[config.mk]
export PLATFORM = sky130hd
export DESIGN_NAME = uart_start_ctrl
export DESIGN_NICKNAME = d
export VERILOG_FILES = /design/src/rtl/uart_start_ctrl.sv
export SDC_FILE = /design/constraint.sdc
export NUM_CORES = 1
export LEC_CHECK = 0
export ABC_AREA = 1
export BUFFER_PORTS_ARGS = -buffer_cell sky130_fd_sc_hd__buf_2
export CAP_MARGIN = 20
export CORE_AREA = 2 2 71 73
export CTS_CLUSTER_SIZE = 40
export DETAILED_ROUTE_END_ITERATION = 8
export DIE_AREA = 0 0 73 75
export GPL_TIMING_DRIVEN = 1
export PLACE_DENSITY = 0.64
export SKIP_CTS_REPAIR_TIMING = 1
export SLEW_MARGIN = 20
export SYNTH_ARGS = -nofsm -noshare
export SYNTH_HDL_FRONTEND = slang
export SYNTH_SLANG_ARGS = --single-unit
export TNS_END_PERCENT = 5
[constraint.sdc]
create_clock -name clk -period 1.68 [get_ports clk]
set_input_delay 0 -clock clk [delete_from_list [all_inputs] [get_ports clk]]
set_output_delay 0 -clock clk [all_outputs]
set_load 0.05 [all_outputs]
[src/rtl/uart_start_ctrl.sv]
// uart_start_ctrl: UART command receiver in front of the HLS start/finish
// controller. It deserialises bytes from uart_rx and turns a start command into
// the level uart_start. That level stays high until the core reports
// hls_finish or an abort byte arrives, so each accepted command gives exactly
// one rising edge. It also reports framing errors and start commands that
// arrive while a run is already pending.
//
// Build option: define UART_PARITY_EN for 8E1 framing. This adds a PARITY
// state between DATA and STOP, and a bad parity bit is reported through
// frame_err. With the macro undefined the frame is plain 8N1 and there is
// no parity state.
module uart_start_ctrl #(
    parameter int unsigned CLK_FREQ  = 50000000,
    parameter int unsigned BAUD      = 115200,
    parameter logic [7:0]  CMD_START = 8'h53,
    parameter logic [7:0]  CMD_ABORT = 8'h41
) (
    input  logic       clk,
    input  logic       reset,
    input  logic       uart_rx,
    input  logic       hls_finish,
    output logic       uart_start,
    output logic [7:0] rx_byte,
    output logic       rx_valid,
    output logic       frame_err,
    output logic       cmd_drop
);

    localparam int unsigned CLKS_PER_BIT = CLK_FREQ / BAUD;
    localparam int unsigned CNT_W        = $clog2(CLKS_PER_BIT + 1);

    localparam logic [CNT_W-1:0] HALF_BIT = CNT_W'(CLKS_PER_BIT / 2 - 1);
    localparam logic [CNT_W-1:0] FULL_BIT = CNT_W'(CLKS_PER_BIT - 1);
    localparam logic [CNT_W-1:0] CNT_ONE  = CNT_W'(1);

    if (CLKS_PER_BIT < 4) begin : g_bad_baud
        $error("uart_start_ctrl: CLK_FREQ/BAUD must be at least 4");
    end

`ifdef UART_PARITY_EN
    typedef enum logic [2:0] {IDLE, START, DATA, PARITY, STOP} state_t;
`else
    typedef enum logic [1:0] {IDLE, START, DATA, STOP} state_t;
`endif

    state_t           state;
    logic             rx_meta;
    logic             rx_s;
    logic [CNT_W-1:0] baud_cnt;
    logic [2:0]       bit_idx;
    logic [7:0]       shift;
`ifdef UART_PARITY_EN
    logic             par_err;
`endif

    // Two-flop synchroniser for the asynchronous line; both flops idle high.
    always_ff @(posedge clk) begin
        if (reset) begin
            rx_meta <= 1'b1;
            rx_s    <= 1'b1;
        end else begin
            rx_meta <= uart_rx;
            rx_s    <= rx_meta;
        end
    end

    // Receive FSM with mid-bit sampling, plus command decode of each accepted byte.
    always_ff @(posedge clk) begin
        if (reset) begin
            state      <= IDLE;
            baud_cnt   <= '0;
            bit_idx    <= '0;
            shift      <= '0;
            rx_byte    <= '0;
            rx_valid   <= 1'b0;
            frame_err  <= 1'b0;
            cmd_drop   <= 1'b0;
            uart_start <= 1'b0;
`ifdef UART_PARITY_EN
            par_err    <= 1'b0;
`endif
        end else begin
            rx_valid  <= 1'b0;
            frame_err <= 1'b0;
            cmd_drop  <= 1'b0;

            // Decode acts on the byte presented with rx_valid. hls_finish wins
            // over any command in the same cycle.
            if (hls_finish) begin
                uart_start <= 1'b0;
            end else if (rx_valid) begin
                if (rx_byte == CMD_ABORT) begin
                    uart_start <= 1'b0;
                end else if (rx_byte == CMD_START) begin
                    if (uart_start) begin
                        cmd_drop <= 1'b1;
                    end else begin
                        uart_start <= 1'b1;
                    end
                end
            end

            case (state)
                IDLE: begin
                    if (!rx_s) begin
                        baud_cnt <= HALF_BIT;
                        state    <= START;
                    end
                end
                START: begin
                    if (baud_cnt != '0) begin
                        baud_cnt <= baud_cnt - CNT_ONE;
                    end else if (!rx_s) begin
                        baud_cnt <= FULL_BIT;
                        bit_idx  <= '0;
                        state    <= DATA;
                    end else begin
                        state <= IDLE;
                    end
                end
                DATA: begin
                    if (baud_cnt != '0) begin
                        baud_cnt <= baud_cnt - CNT_ONE;
                    end else begin
                        shift    <= {rx_s, shift[7:1]};
                        baud_cnt <= FULL_BIT;
                        if (bit_idx == 3'd7) begin
`ifdef UART_PARITY_EN
                            state <= PARITY;
`else
                            state <= STOP;
`endif
                        end else begin
                            bit_idx <= bit_idx + 3'd1;
                        end
                    end
                end
`ifdef UART_PARITY_EN
                PARITY: begin
                    if (baud_cnt != '0) begin
                        baud_cnt <= baud_cnt - CNT_ONE;
                    end else begin
                        par_err  <= (^shift) ^ rx_s;
                        baud_cnt <= FULL_BIT;
                        state    <= STOP;
                    end
                end
`endif
                STOP: begin
                    if (baud_cnt != '0) begin
                        baud_cnt <= baud_cnt - CNT_ONE;
                    end else begin
`ifdef UART_PARITY_EN
                        if (rx_s && !par_err) begin
`else
                        if (rx_s) begin
`endif
                            rx_byte  <= shift;
                            rx_valid <= 1'b1;
                        end else begin
                            frame_err <= 1'b1;
                        end
                        state <= IDLE;
                    end
                end
                default: state <= IDLE;
            endcase
        end
    end

endmodule

Word-level counts from Yosys, hierarchy flattened
Index checks and enable logic that the tools add are counted.

cells by class
  equality and inequality tests = 15
  reductions and logical operators = 13
  bitwise gates (word level) = 4
  shift-type cells = 0
  order comparisons = 0
  multipliers = 0
  add/subtract/negate cells = 2
  multiplexer cells = 23
  divide/modulo/power cells = 0

operators by type and width
  operator                                           number
  2-to-1 mux 9 bit                                   5
  case mux 9 bit (4 select lines)                    1
  == test 8 x 7 -> 1 bit (second input constant)     2
  != test 2 bit (second input constant)              8
  2-to-1 mux 2 bit                                   6
  2-to-1 mux 3 bit                                   4
  AND reduction 5 bit                                2
  nonzero test 9 bit                                 1
  subtractor 9 x 1 -> 9 bit (second input constant)  1
  case mux 2 bit (4 select lines)                    1
  case mux 3 bit (2 select lines)                    1
  AND reduction 3 bit                                2
  2-to-1 mux 1 bit                                   5
  OR reduction 5 bit                                 1
  == test 2 bit (second input constant)              2
  NOT 1 bit                                          4
  AND reduction 2 bit                                2
  nonzero test 2 bit                                 2
  adder 3 x 1 -> 3 bit (second input constant)       1
  == test 3 bit (second input constant)              1
  != test 3 bit (second input constant)              1
  OR reduction 3 bit                                 1
  == test 2 x 1 -> 1 bit (second input constant)     1
  logical NOT 2 bit                                  1
  OR reduction 2 bit                                 1

storage, ports and cells
  word-level logic and storage cells = 68
  bits of input ports = 4
  bits in latches = 0
  memory bits (read-only) = 0
  register bits after elaboration = 36
  memories kept = 0
  memory bits (writable) = 0

Logic depth before layout (Yosys ltp)
Gate-level depths: netlist of the first run.

  depth after elaboration = 4
  mapped depth = 10
  gate-level depth less buffers = 10

Least setup slack after synthesis of the first run
Ideal clock, no wire load.

  path type = reg2reg
  from = register state[0]
  to = register state[0]
  arrival = 1404 ps
  path buffers = 0
  data required time = 1563 ps
  setup slack = 159 ps
  library setup time = 117 ps
  cell stages (with the launch flop) = 8
  cell sequence = dfxtp_1 inv_1 ha_1 or2_2 o21ai_2 nand2_1 nor3_1 nor2_1

between the ends
  longest elaborated chain between the ends = 3
  elaborated cells between the ends (all ways) = 11
  classes of those cells = eq/ne: 8; mux: 1; reduce/logical: 2

RTL lines
  item                                         RTL line  RTL
  start, declared                              46        state_t state;
  start signal, assigned                       70        state <= IDLE;
  start signal, assigned                       107       state <= START;
  start signal, assigned                       116       state <= DATA;
  == test 2 bit, or another cell as far along  103       case (state)
  != test 2 bit (no source line)               -
  AND reduction 5 bit (no source line)         -

Several ways; a longest one is shown, not always the timed one.
A chain may end at the register's enable or synchronous reset.

Worst setup path in the final report of the first run
  from = register baud_cnt[0]
  to = register rx_byte[6]

between the ends
  longest elaborated chain between the ends = 3

RTL lines
  item                                  RTL line  RTL
  start, declared                       49        logic [CNT_W-1:0] baud_cnt;
  start signal, assigned                112       baud_cnt <= baud_cnt - CNT_ONE;
  start signal, assigned                123       baud_cnt <= baud_cnt - CNT_ONE;
  start signal, assigned                151       baud_cnt <= baud_cnt - CNT_ONE;
  nonzero test 9 bit                    150       if (baud_cnt != '0) begin
  NOT 1 bit (no source line)            -
  AND reduction 3 bit (no source line)  -
  end signal, assigned                  158       rx_byte <= shift;
  end, declared                         23        output logic [7:0] rx_byte,

Every way passes these cells.

==> results of run 1 <==
[how the worst max path moves through the flow]
stage | slack [ps] | end | from | cells after the start
CTS | 10 | rx_byte[6] | baud_cnt[0] | 9
floorplan | 160 | state[0] | state[0] | 7
global placement | 90 | rx_byte[5] | baud_cnt[0] | 9
detailed placement | 40 | rx_byte[6] | baud_cnt[0] | 9
global route | -3 | rx_byte[5] | baud_cnt[0] | 10
finish | 120 | rx_byte[6] | baud_cnt[0] | 9
[area by class of cell]
type | count | area, µm² | area share (%)
Multi-Input combinational cell | 179 | 950.9 | 45.35
Sequential cell | 36 | 721.9 | 34.43
Timing Repair Buffer | 23 | 140.1 | 6.683
Inverter | 30 | 122.6 | 5.847
Clock buffer | 7 | 86.33 | 4.117
Tap cell | 54 | 67.56 | 3.222
Clock inverter | 1 | 7.507 | 0.3580
[power breakdown]
part	internal [mW]	total [mW]	switching, mW	leakage, nW
clock	0.333	0.642	0.309	0.0445
sequential	0.994	1.11	0.118	0.293
combinational	0.554	1.64	1.09	0.601
total	1.88	3.40	1.52	0.938
[placed cells by master (no fill, tap or decap)]
| cell type | count |
|---|---|
| nand2_2 | 4 |
| xor2_1 | 2 |
| clkbuf_8 | 6 |
| a21oi_2 | 1 |
| a211oi_1 | 2 |
| dlygate4sd3_1 | 2 |
| inv_8 | 1 |
| buf_4 | 6 |
| inv_4 | 1 |
| nand2_1 | 50 |
| nor3_1 | 2 |
| nor2_4 | 1 |
| ha_1 | 7 |
| clkbuf_1 | 1 |
| ha_2 | 1 |
| clkinvlp_4 | 1 |
| a21oi_1 | 20 |
| o21ai_2 | 1 |
| nor4_1 | 2 |
| nand2_4 | 1 |
| inv_1 | 28 |
| nand3_4 | 1 |
| buf_2 | 15 |
| nand3_1 | 18 |
| nor2_1 | 37 |
| or2_2 | 4 |
| nand4_1 | 6 |
| o21ai_0 | 11 |
| dfxtp_1 | 35 |
| o21a_1 | 1 |
| nand3_2 | 3 |
| nor2_2 | 3 |
| dfxtp_2 | 1 |
| nor2_8 | 1 |
[sequential cells by signal, summed over array words and instances (netlist names), named ones only]
register / flops
baud_cnt: 9
bit_idx: 3
cmd_drop: 1
frame_err: 1
rx_byte: 8
rx_meta: 1
rx_s: 1
rx_valid: 1
shift: 8
state: 1
uart_start: 1
[stage by stage]
stage          area, µm²  util, %
3_5_place_dp        1941    41.64
3_3_place_gp        1941    41.64
2_1_floorplan       1797        -
4_1_cts             2034    43.65
6_report            2097    44.99
5_1_grt             2097    44.99
[metal layers]
metal / vias to the layer above / share of wire, %
met3: 6 / 3.3
li1: 854 / -
met2: 20 / 46
met1: 694 / 49
met4: 0 / 1.6
met5: - / 0
[logic make-up (layout without fill, tap and decap cells)]
group,after synthesis,after routing,share of synthesized area (%)
AND/OR/NAND/NOR,133,133,34.26
buffers and inverters,37,61,8.426
AO/OA/AOI/OAI,36,36,10.65
flip-flops,36,36,40.11
adder cells (fa/ha/maj),8,8,5.571
XOR/XNOR,2,2,0.9751
==> results_dict.tcl, run 1 <==
set metrics [dict create \
    nets 287 \
    critPathCaptureType "register" \
    initial_core_util_pct 38.55 \
    fin_worst_hold_slack_ps 123.1 \
    core.rowCount 25 \
    met3_usage_pct 4.819 \
    grt_pass1_vias 1419 \
    netlist.area_leader.share_pct 40.11 \
    grt_use_total_pct 15.00 \
    grt_pass1_wl_mm 6.313 \
    synthFlopType "dfxtp_1" \
    yosysWarnings 0 \
    min_to "baud_cnt[1]" \
    worstPathCellList "inv_1, ha_2, nand2_2, nor2_8, nand2_4, inv_8, nand3_2, nor2_1, nor2_1" \
    min_path_cells 2 \
    drt_iter0_markers 99 \
    ir_worst_vdd_uv 689.7 \
    synthTopCellsByArea "dfxtp_1 40%, nand2_1 11%, nor2_1 7.9%" \
    min_from "reset" \
    fp.dieH_um 75 \
    antennaDiodeCount 0 \
    area_growth_pct 16.71 \
    synthesis.nets 264 \
    synth_cell_types 27 \
    dp_slack_ps 35.70 \
    hold_class "in2reg" \
    grt-ovfl-total 0 \
    slew_viol_final 0 \
    place_congestion 0.7768 \
    cp_common_cell "nor2_1" \
    clkSlewWorstSetupHoldPaths_ps 70 \
    maxSlewHeadroom_pct 68.09 \
    cts_root_buf "clkbuf_8" \
    vias 1574 \
    final.setup.tns_ps 0 \
    worstPathArrival_ps 1740 \
    rr_endpoint "rx_byte[6]" \
    yosysMostFrequentCell "nand2_1" \
    critPathMaxStageDelay_ps 330 \
    clk_latency_ps 280 \
    syn_area_um2 1797 \
    pwr_density_cell_nw_per_um2 1620 \
    clk_path_buf_depth 2 \
    min_period_ps 1555 \
    max_cap_viol_count 0 \
    fmax_ghz 0.6430 \
    layout.cells.non_filler 330 \
    syn-instance-count 252 \
    async_flop_share_pct 0 \
    drc 0 \
    dp_hpwl_mm 2.758 \
    hold_viol 0 \
    num_io_pins 16 \
    reg2reg_slack_ps 120 \
    die_x_um 73 \
    synth_top_area_cell "dfxtp_1" \
    fin_ws_ps 124.8 \
    cp_data_required_time_ps 1860 \
    power_mw 3.398 \
    cts_sinks 36 \
    grt_max_degree 22 \
    nFillCells 484 \
    busiest_layer "met2" \
    slowest_stage "dfxtp_1" \
    cts_tree "yes" \
    crit_path_start_kind "register" \
    setup-violations-final 0 \
    yosysSeqAreaShare_pct 40.11 \
    drt-vias-per-instance 4.770 \
    status "finished, final reports clean" \
    ys_seq_elements 36 \
    route.antenna.remaining_nets 0 \
    reg2reg_depth 9 \
    timing.rr.start "baud_cnt[0]" \
    path_max_fanout 15 \
    layout-drive-gt1-share_pct 18.84 \
    synth_common_cells "51 x nand2_1, 38 x nor2_1, 36 x dfxtp_1" \
    port_buffers 15 \
    post_drt_wl_per_cell_um 11.74 \
    p_leak_nw 0.9379 \
    critPathBufInv 2 \
    cts_max_level 2 \
    core_um2 4661 \
    die_area_um2 5475 \
    met1_usage_pct 19.43 \
    cts_made_buffers 5 \
    grtUsageMet2_pct 23.92 \
    grt_antenna_before_repair 0 \
    routed_wl_mm 3.875 \
    min_period_over_period_pct 92.57 \
    fin_skew_ps 4.591 \
    tightest_slew_ps 478.1 \
    criticalPathCategory "reg2reg" \
    rsz0062_at_grt "true" \
    synth-edff-count 0 \
    crit_family "simple AND/OR/NAND/NOR gates" \
    syn_avg_cell_area_um2 7.130 \
    drt_first_pass_iters 4 \
    dp.cells 319 \
]
Power figures use the tool's default switching activity.
==> inputs of run 2 (changes only) <==
--- a/config.mk
+++ b/config.mk
@@ -8,10 +8,10 @@
 export ABC_AREA = 1
 export BUFFER_PORTS_ARGS = -buffer_cell sky130_fd_sc_hd__buf_2
 export CAP_MARGIN = 20
-export CORE_AREA = 2 2 71 73
+export CORE_AREA = 4 4 73 75
 export CTS_CLUSTER_SIZE = 40
 export DETAILED_ROUTE_END_ITERATION = 8
-export DIE_AREA = 0 0 73 75
+export DIE_AREA = 0 0 77 79
 export GPL_TIMING_DRIVEN = 1
 export PLACE_DENSITY = 0.64
 export SKIP_CTS_REPAIR_TIMING = 1
==> constraint.sdc (replaced) <==
create_clock -name clk -period 1.7 [get_ports clk]
set_input_delay 0 -clock clk [delete_from_list [all_inputs] [get_ports clk]]
set_output_delay 0 -clock clk [all_outputs]
set_load 0.05 [all_outputs]
==> results_dict.tcl, run 2 (synthesized netlist as in run 1, its figures left out) <==
set metrics [dict create \
    status "finished with violations" \
    violations "hold timing" \
    met1_usage_pct 17.11 \
    rsz0062_at_grt "false" \
    final.setup.tns_ps 0 \
    reg.largest.list "baud_cnt (9), rx_byte (8), shift (8)" \
    grt-ovfl-total 0 \
    slew_viol_final 0 \
    largest_reg_flops 9 \
    hold_class "in2reg" \
    fin_ws_ps 135.3 \
    maxSlewHeadroom_pct 69.07 \
    criticalPathCategory "reg2reg" \
    fin_worst_hold_slack_ps -20.02 \
    min_period_over_period_pct 92.04 \
    cts_root_buf "clkbuf_8" \
    p_leak_nw 0.9280 \
    tightest_slew_ps 463.5 \
    dp_slack_ps 78.94 \
    grt_use_total_pct 14.03 \
    place_congestion 0.8169 \
    fp.dieH_um 79 \
    critPathCaptureType "register" \
    grt_max_degree 22 \
    grtUsageMet2_pct 23.87 \
    drt_iter0_markers 82 \
    setup-violations-final 0 \
    min_period_ps 1565 \
    crit_path_start_kind "register" \
    hold_viol 2 \
    busiest_layer "met2" \
    max_cap_viol_count 0 \
    reg2reg_depth 10 \
    die_area_um2 6083 \
    num_io_pins 16 \
    fin_util_pct 44.03 \
    route.antenna.remaining_nets 0 \
    grt_antenna_before_repair 0 \
    cts_sinks 36 \
    drt_first_pass_iters 4 \
    cts_tree "yes" \
    grt_pass1_wl_mm 6.948 \
    power_mw 3.270 \
    clkSlewWorstSetupHoldPaths_ps 80 \
    dp_hpwl_mm 2.810 \
    drt-vias-per-instance 4.954 \
    area_growth_pct 14.21 \
    cts_made_buffers 5 \
    pwr_density_cell_nw_per_um2 1594 \
    antennaDiodeCount 0 \
    met3_usage_pct 2.834 \
    fmax_ghz 0.6391 \
    mostFrequentLayoutCells "50 x nand2_1, 38 x nor2_1, 36 x dfxtp_1" \
    clk_path_buf_depth 2 \
    worstPathArrival_ps 1790 \
    multi_input_area_um2 932.1 \
    layout-drive-gt1-share_pct 16.42 \
    grt_pass1_vias 1592 \
    clk_latency_ps 290 \
    drc 0 \
    post_drt_wl_per_cell_um 11.64 \
    cts_max_level 2 \
    nFillCells 483 \
    ir_worst_vdd_uv 575.0 \
    largest_register "baud_cnt" \
    cp_data_required_time_ps 1930 \
    port_buffers 15 \
    nets 285 \
    core_um2 4661 \
    routed_wl_mm 3.819 \
    path_max_fanout 15 \
    initial_core_util_pct 38.55 \
    die_x_um 77 \
    core.rowCount 25 \
    min_path_cells 4 \
    final_common_cell "nand2_1" \
    vias 1625 \
    fin_skew_ps 8.861 \
    seq_area_um2 720.7 \
]
## run 2: metal layers
layer,up-vias,wire length [µm],part of all wire (%)
li1,846,-,-
met1,750,1808,47
met2,24,1808,47
met3,5,142,3.7
met4,0,59,1.5
met5,-,0,0
## run 2: area by class of cell
class / instances / share of cell area, %
Inverter: 30 / 5.610
Tap cell: 54 / 3.293
Multi-Input combinational cell: 179 / 45.43
Clock inverter: 1 / 0.3659
Clock buffer: 7 / 4.207
Sequential cell: 36 / 35.12
Timing Repair Buffer: 21 / 5.976
## run 2: final timing paths
path / from / end / slack [ps]
worst min register to register: rx_meta / rx_s / 420
worst min-delay path: hls_finish / cmd_drop / -20
worst max-delay path: baud_cnt[0] / rx_byte[1] / 140
worst max register to register: baud_cnt[0] / rx_byte[1] / 140
## run 2: worst max-delay path: stages (launching register included)
cell and delay [ps]:
dfxtp_1 330, inv_1 70, ha_1 200, nand2_2 130, nor2_8 160, nand2_4 100
inv_4 150, nand3_4 130, nand2_1 80, nand2_1 50, nor2_1 100
## run 2: power by group
| group | total, mW | leakage (nW) | internal (mW) | switching [mW] |
|---|---|---|---|---|
| clock | 0.652 | 0.0445 | 0.330 | 0.322 |
| combinational | 1.53 | 0.591 | 0.510 | 1.02 |
| sequential | 1.09 | 0.292 | 0.980 | 0.112 |
| total | 3.27 | 0.928 | 1.82 | 1.45 |
## run 2: metrics by stage
| step | instances | area, µm² |
|---|---|---|
| CTS | 327 | 2034 |
| detailed placement | 319 | 1941 |
| finish | 328 | 2052 |
| global route | 328 | 2052 |
| floorplan | 252 | 1797 |
| global placement | 319 | 1941 |
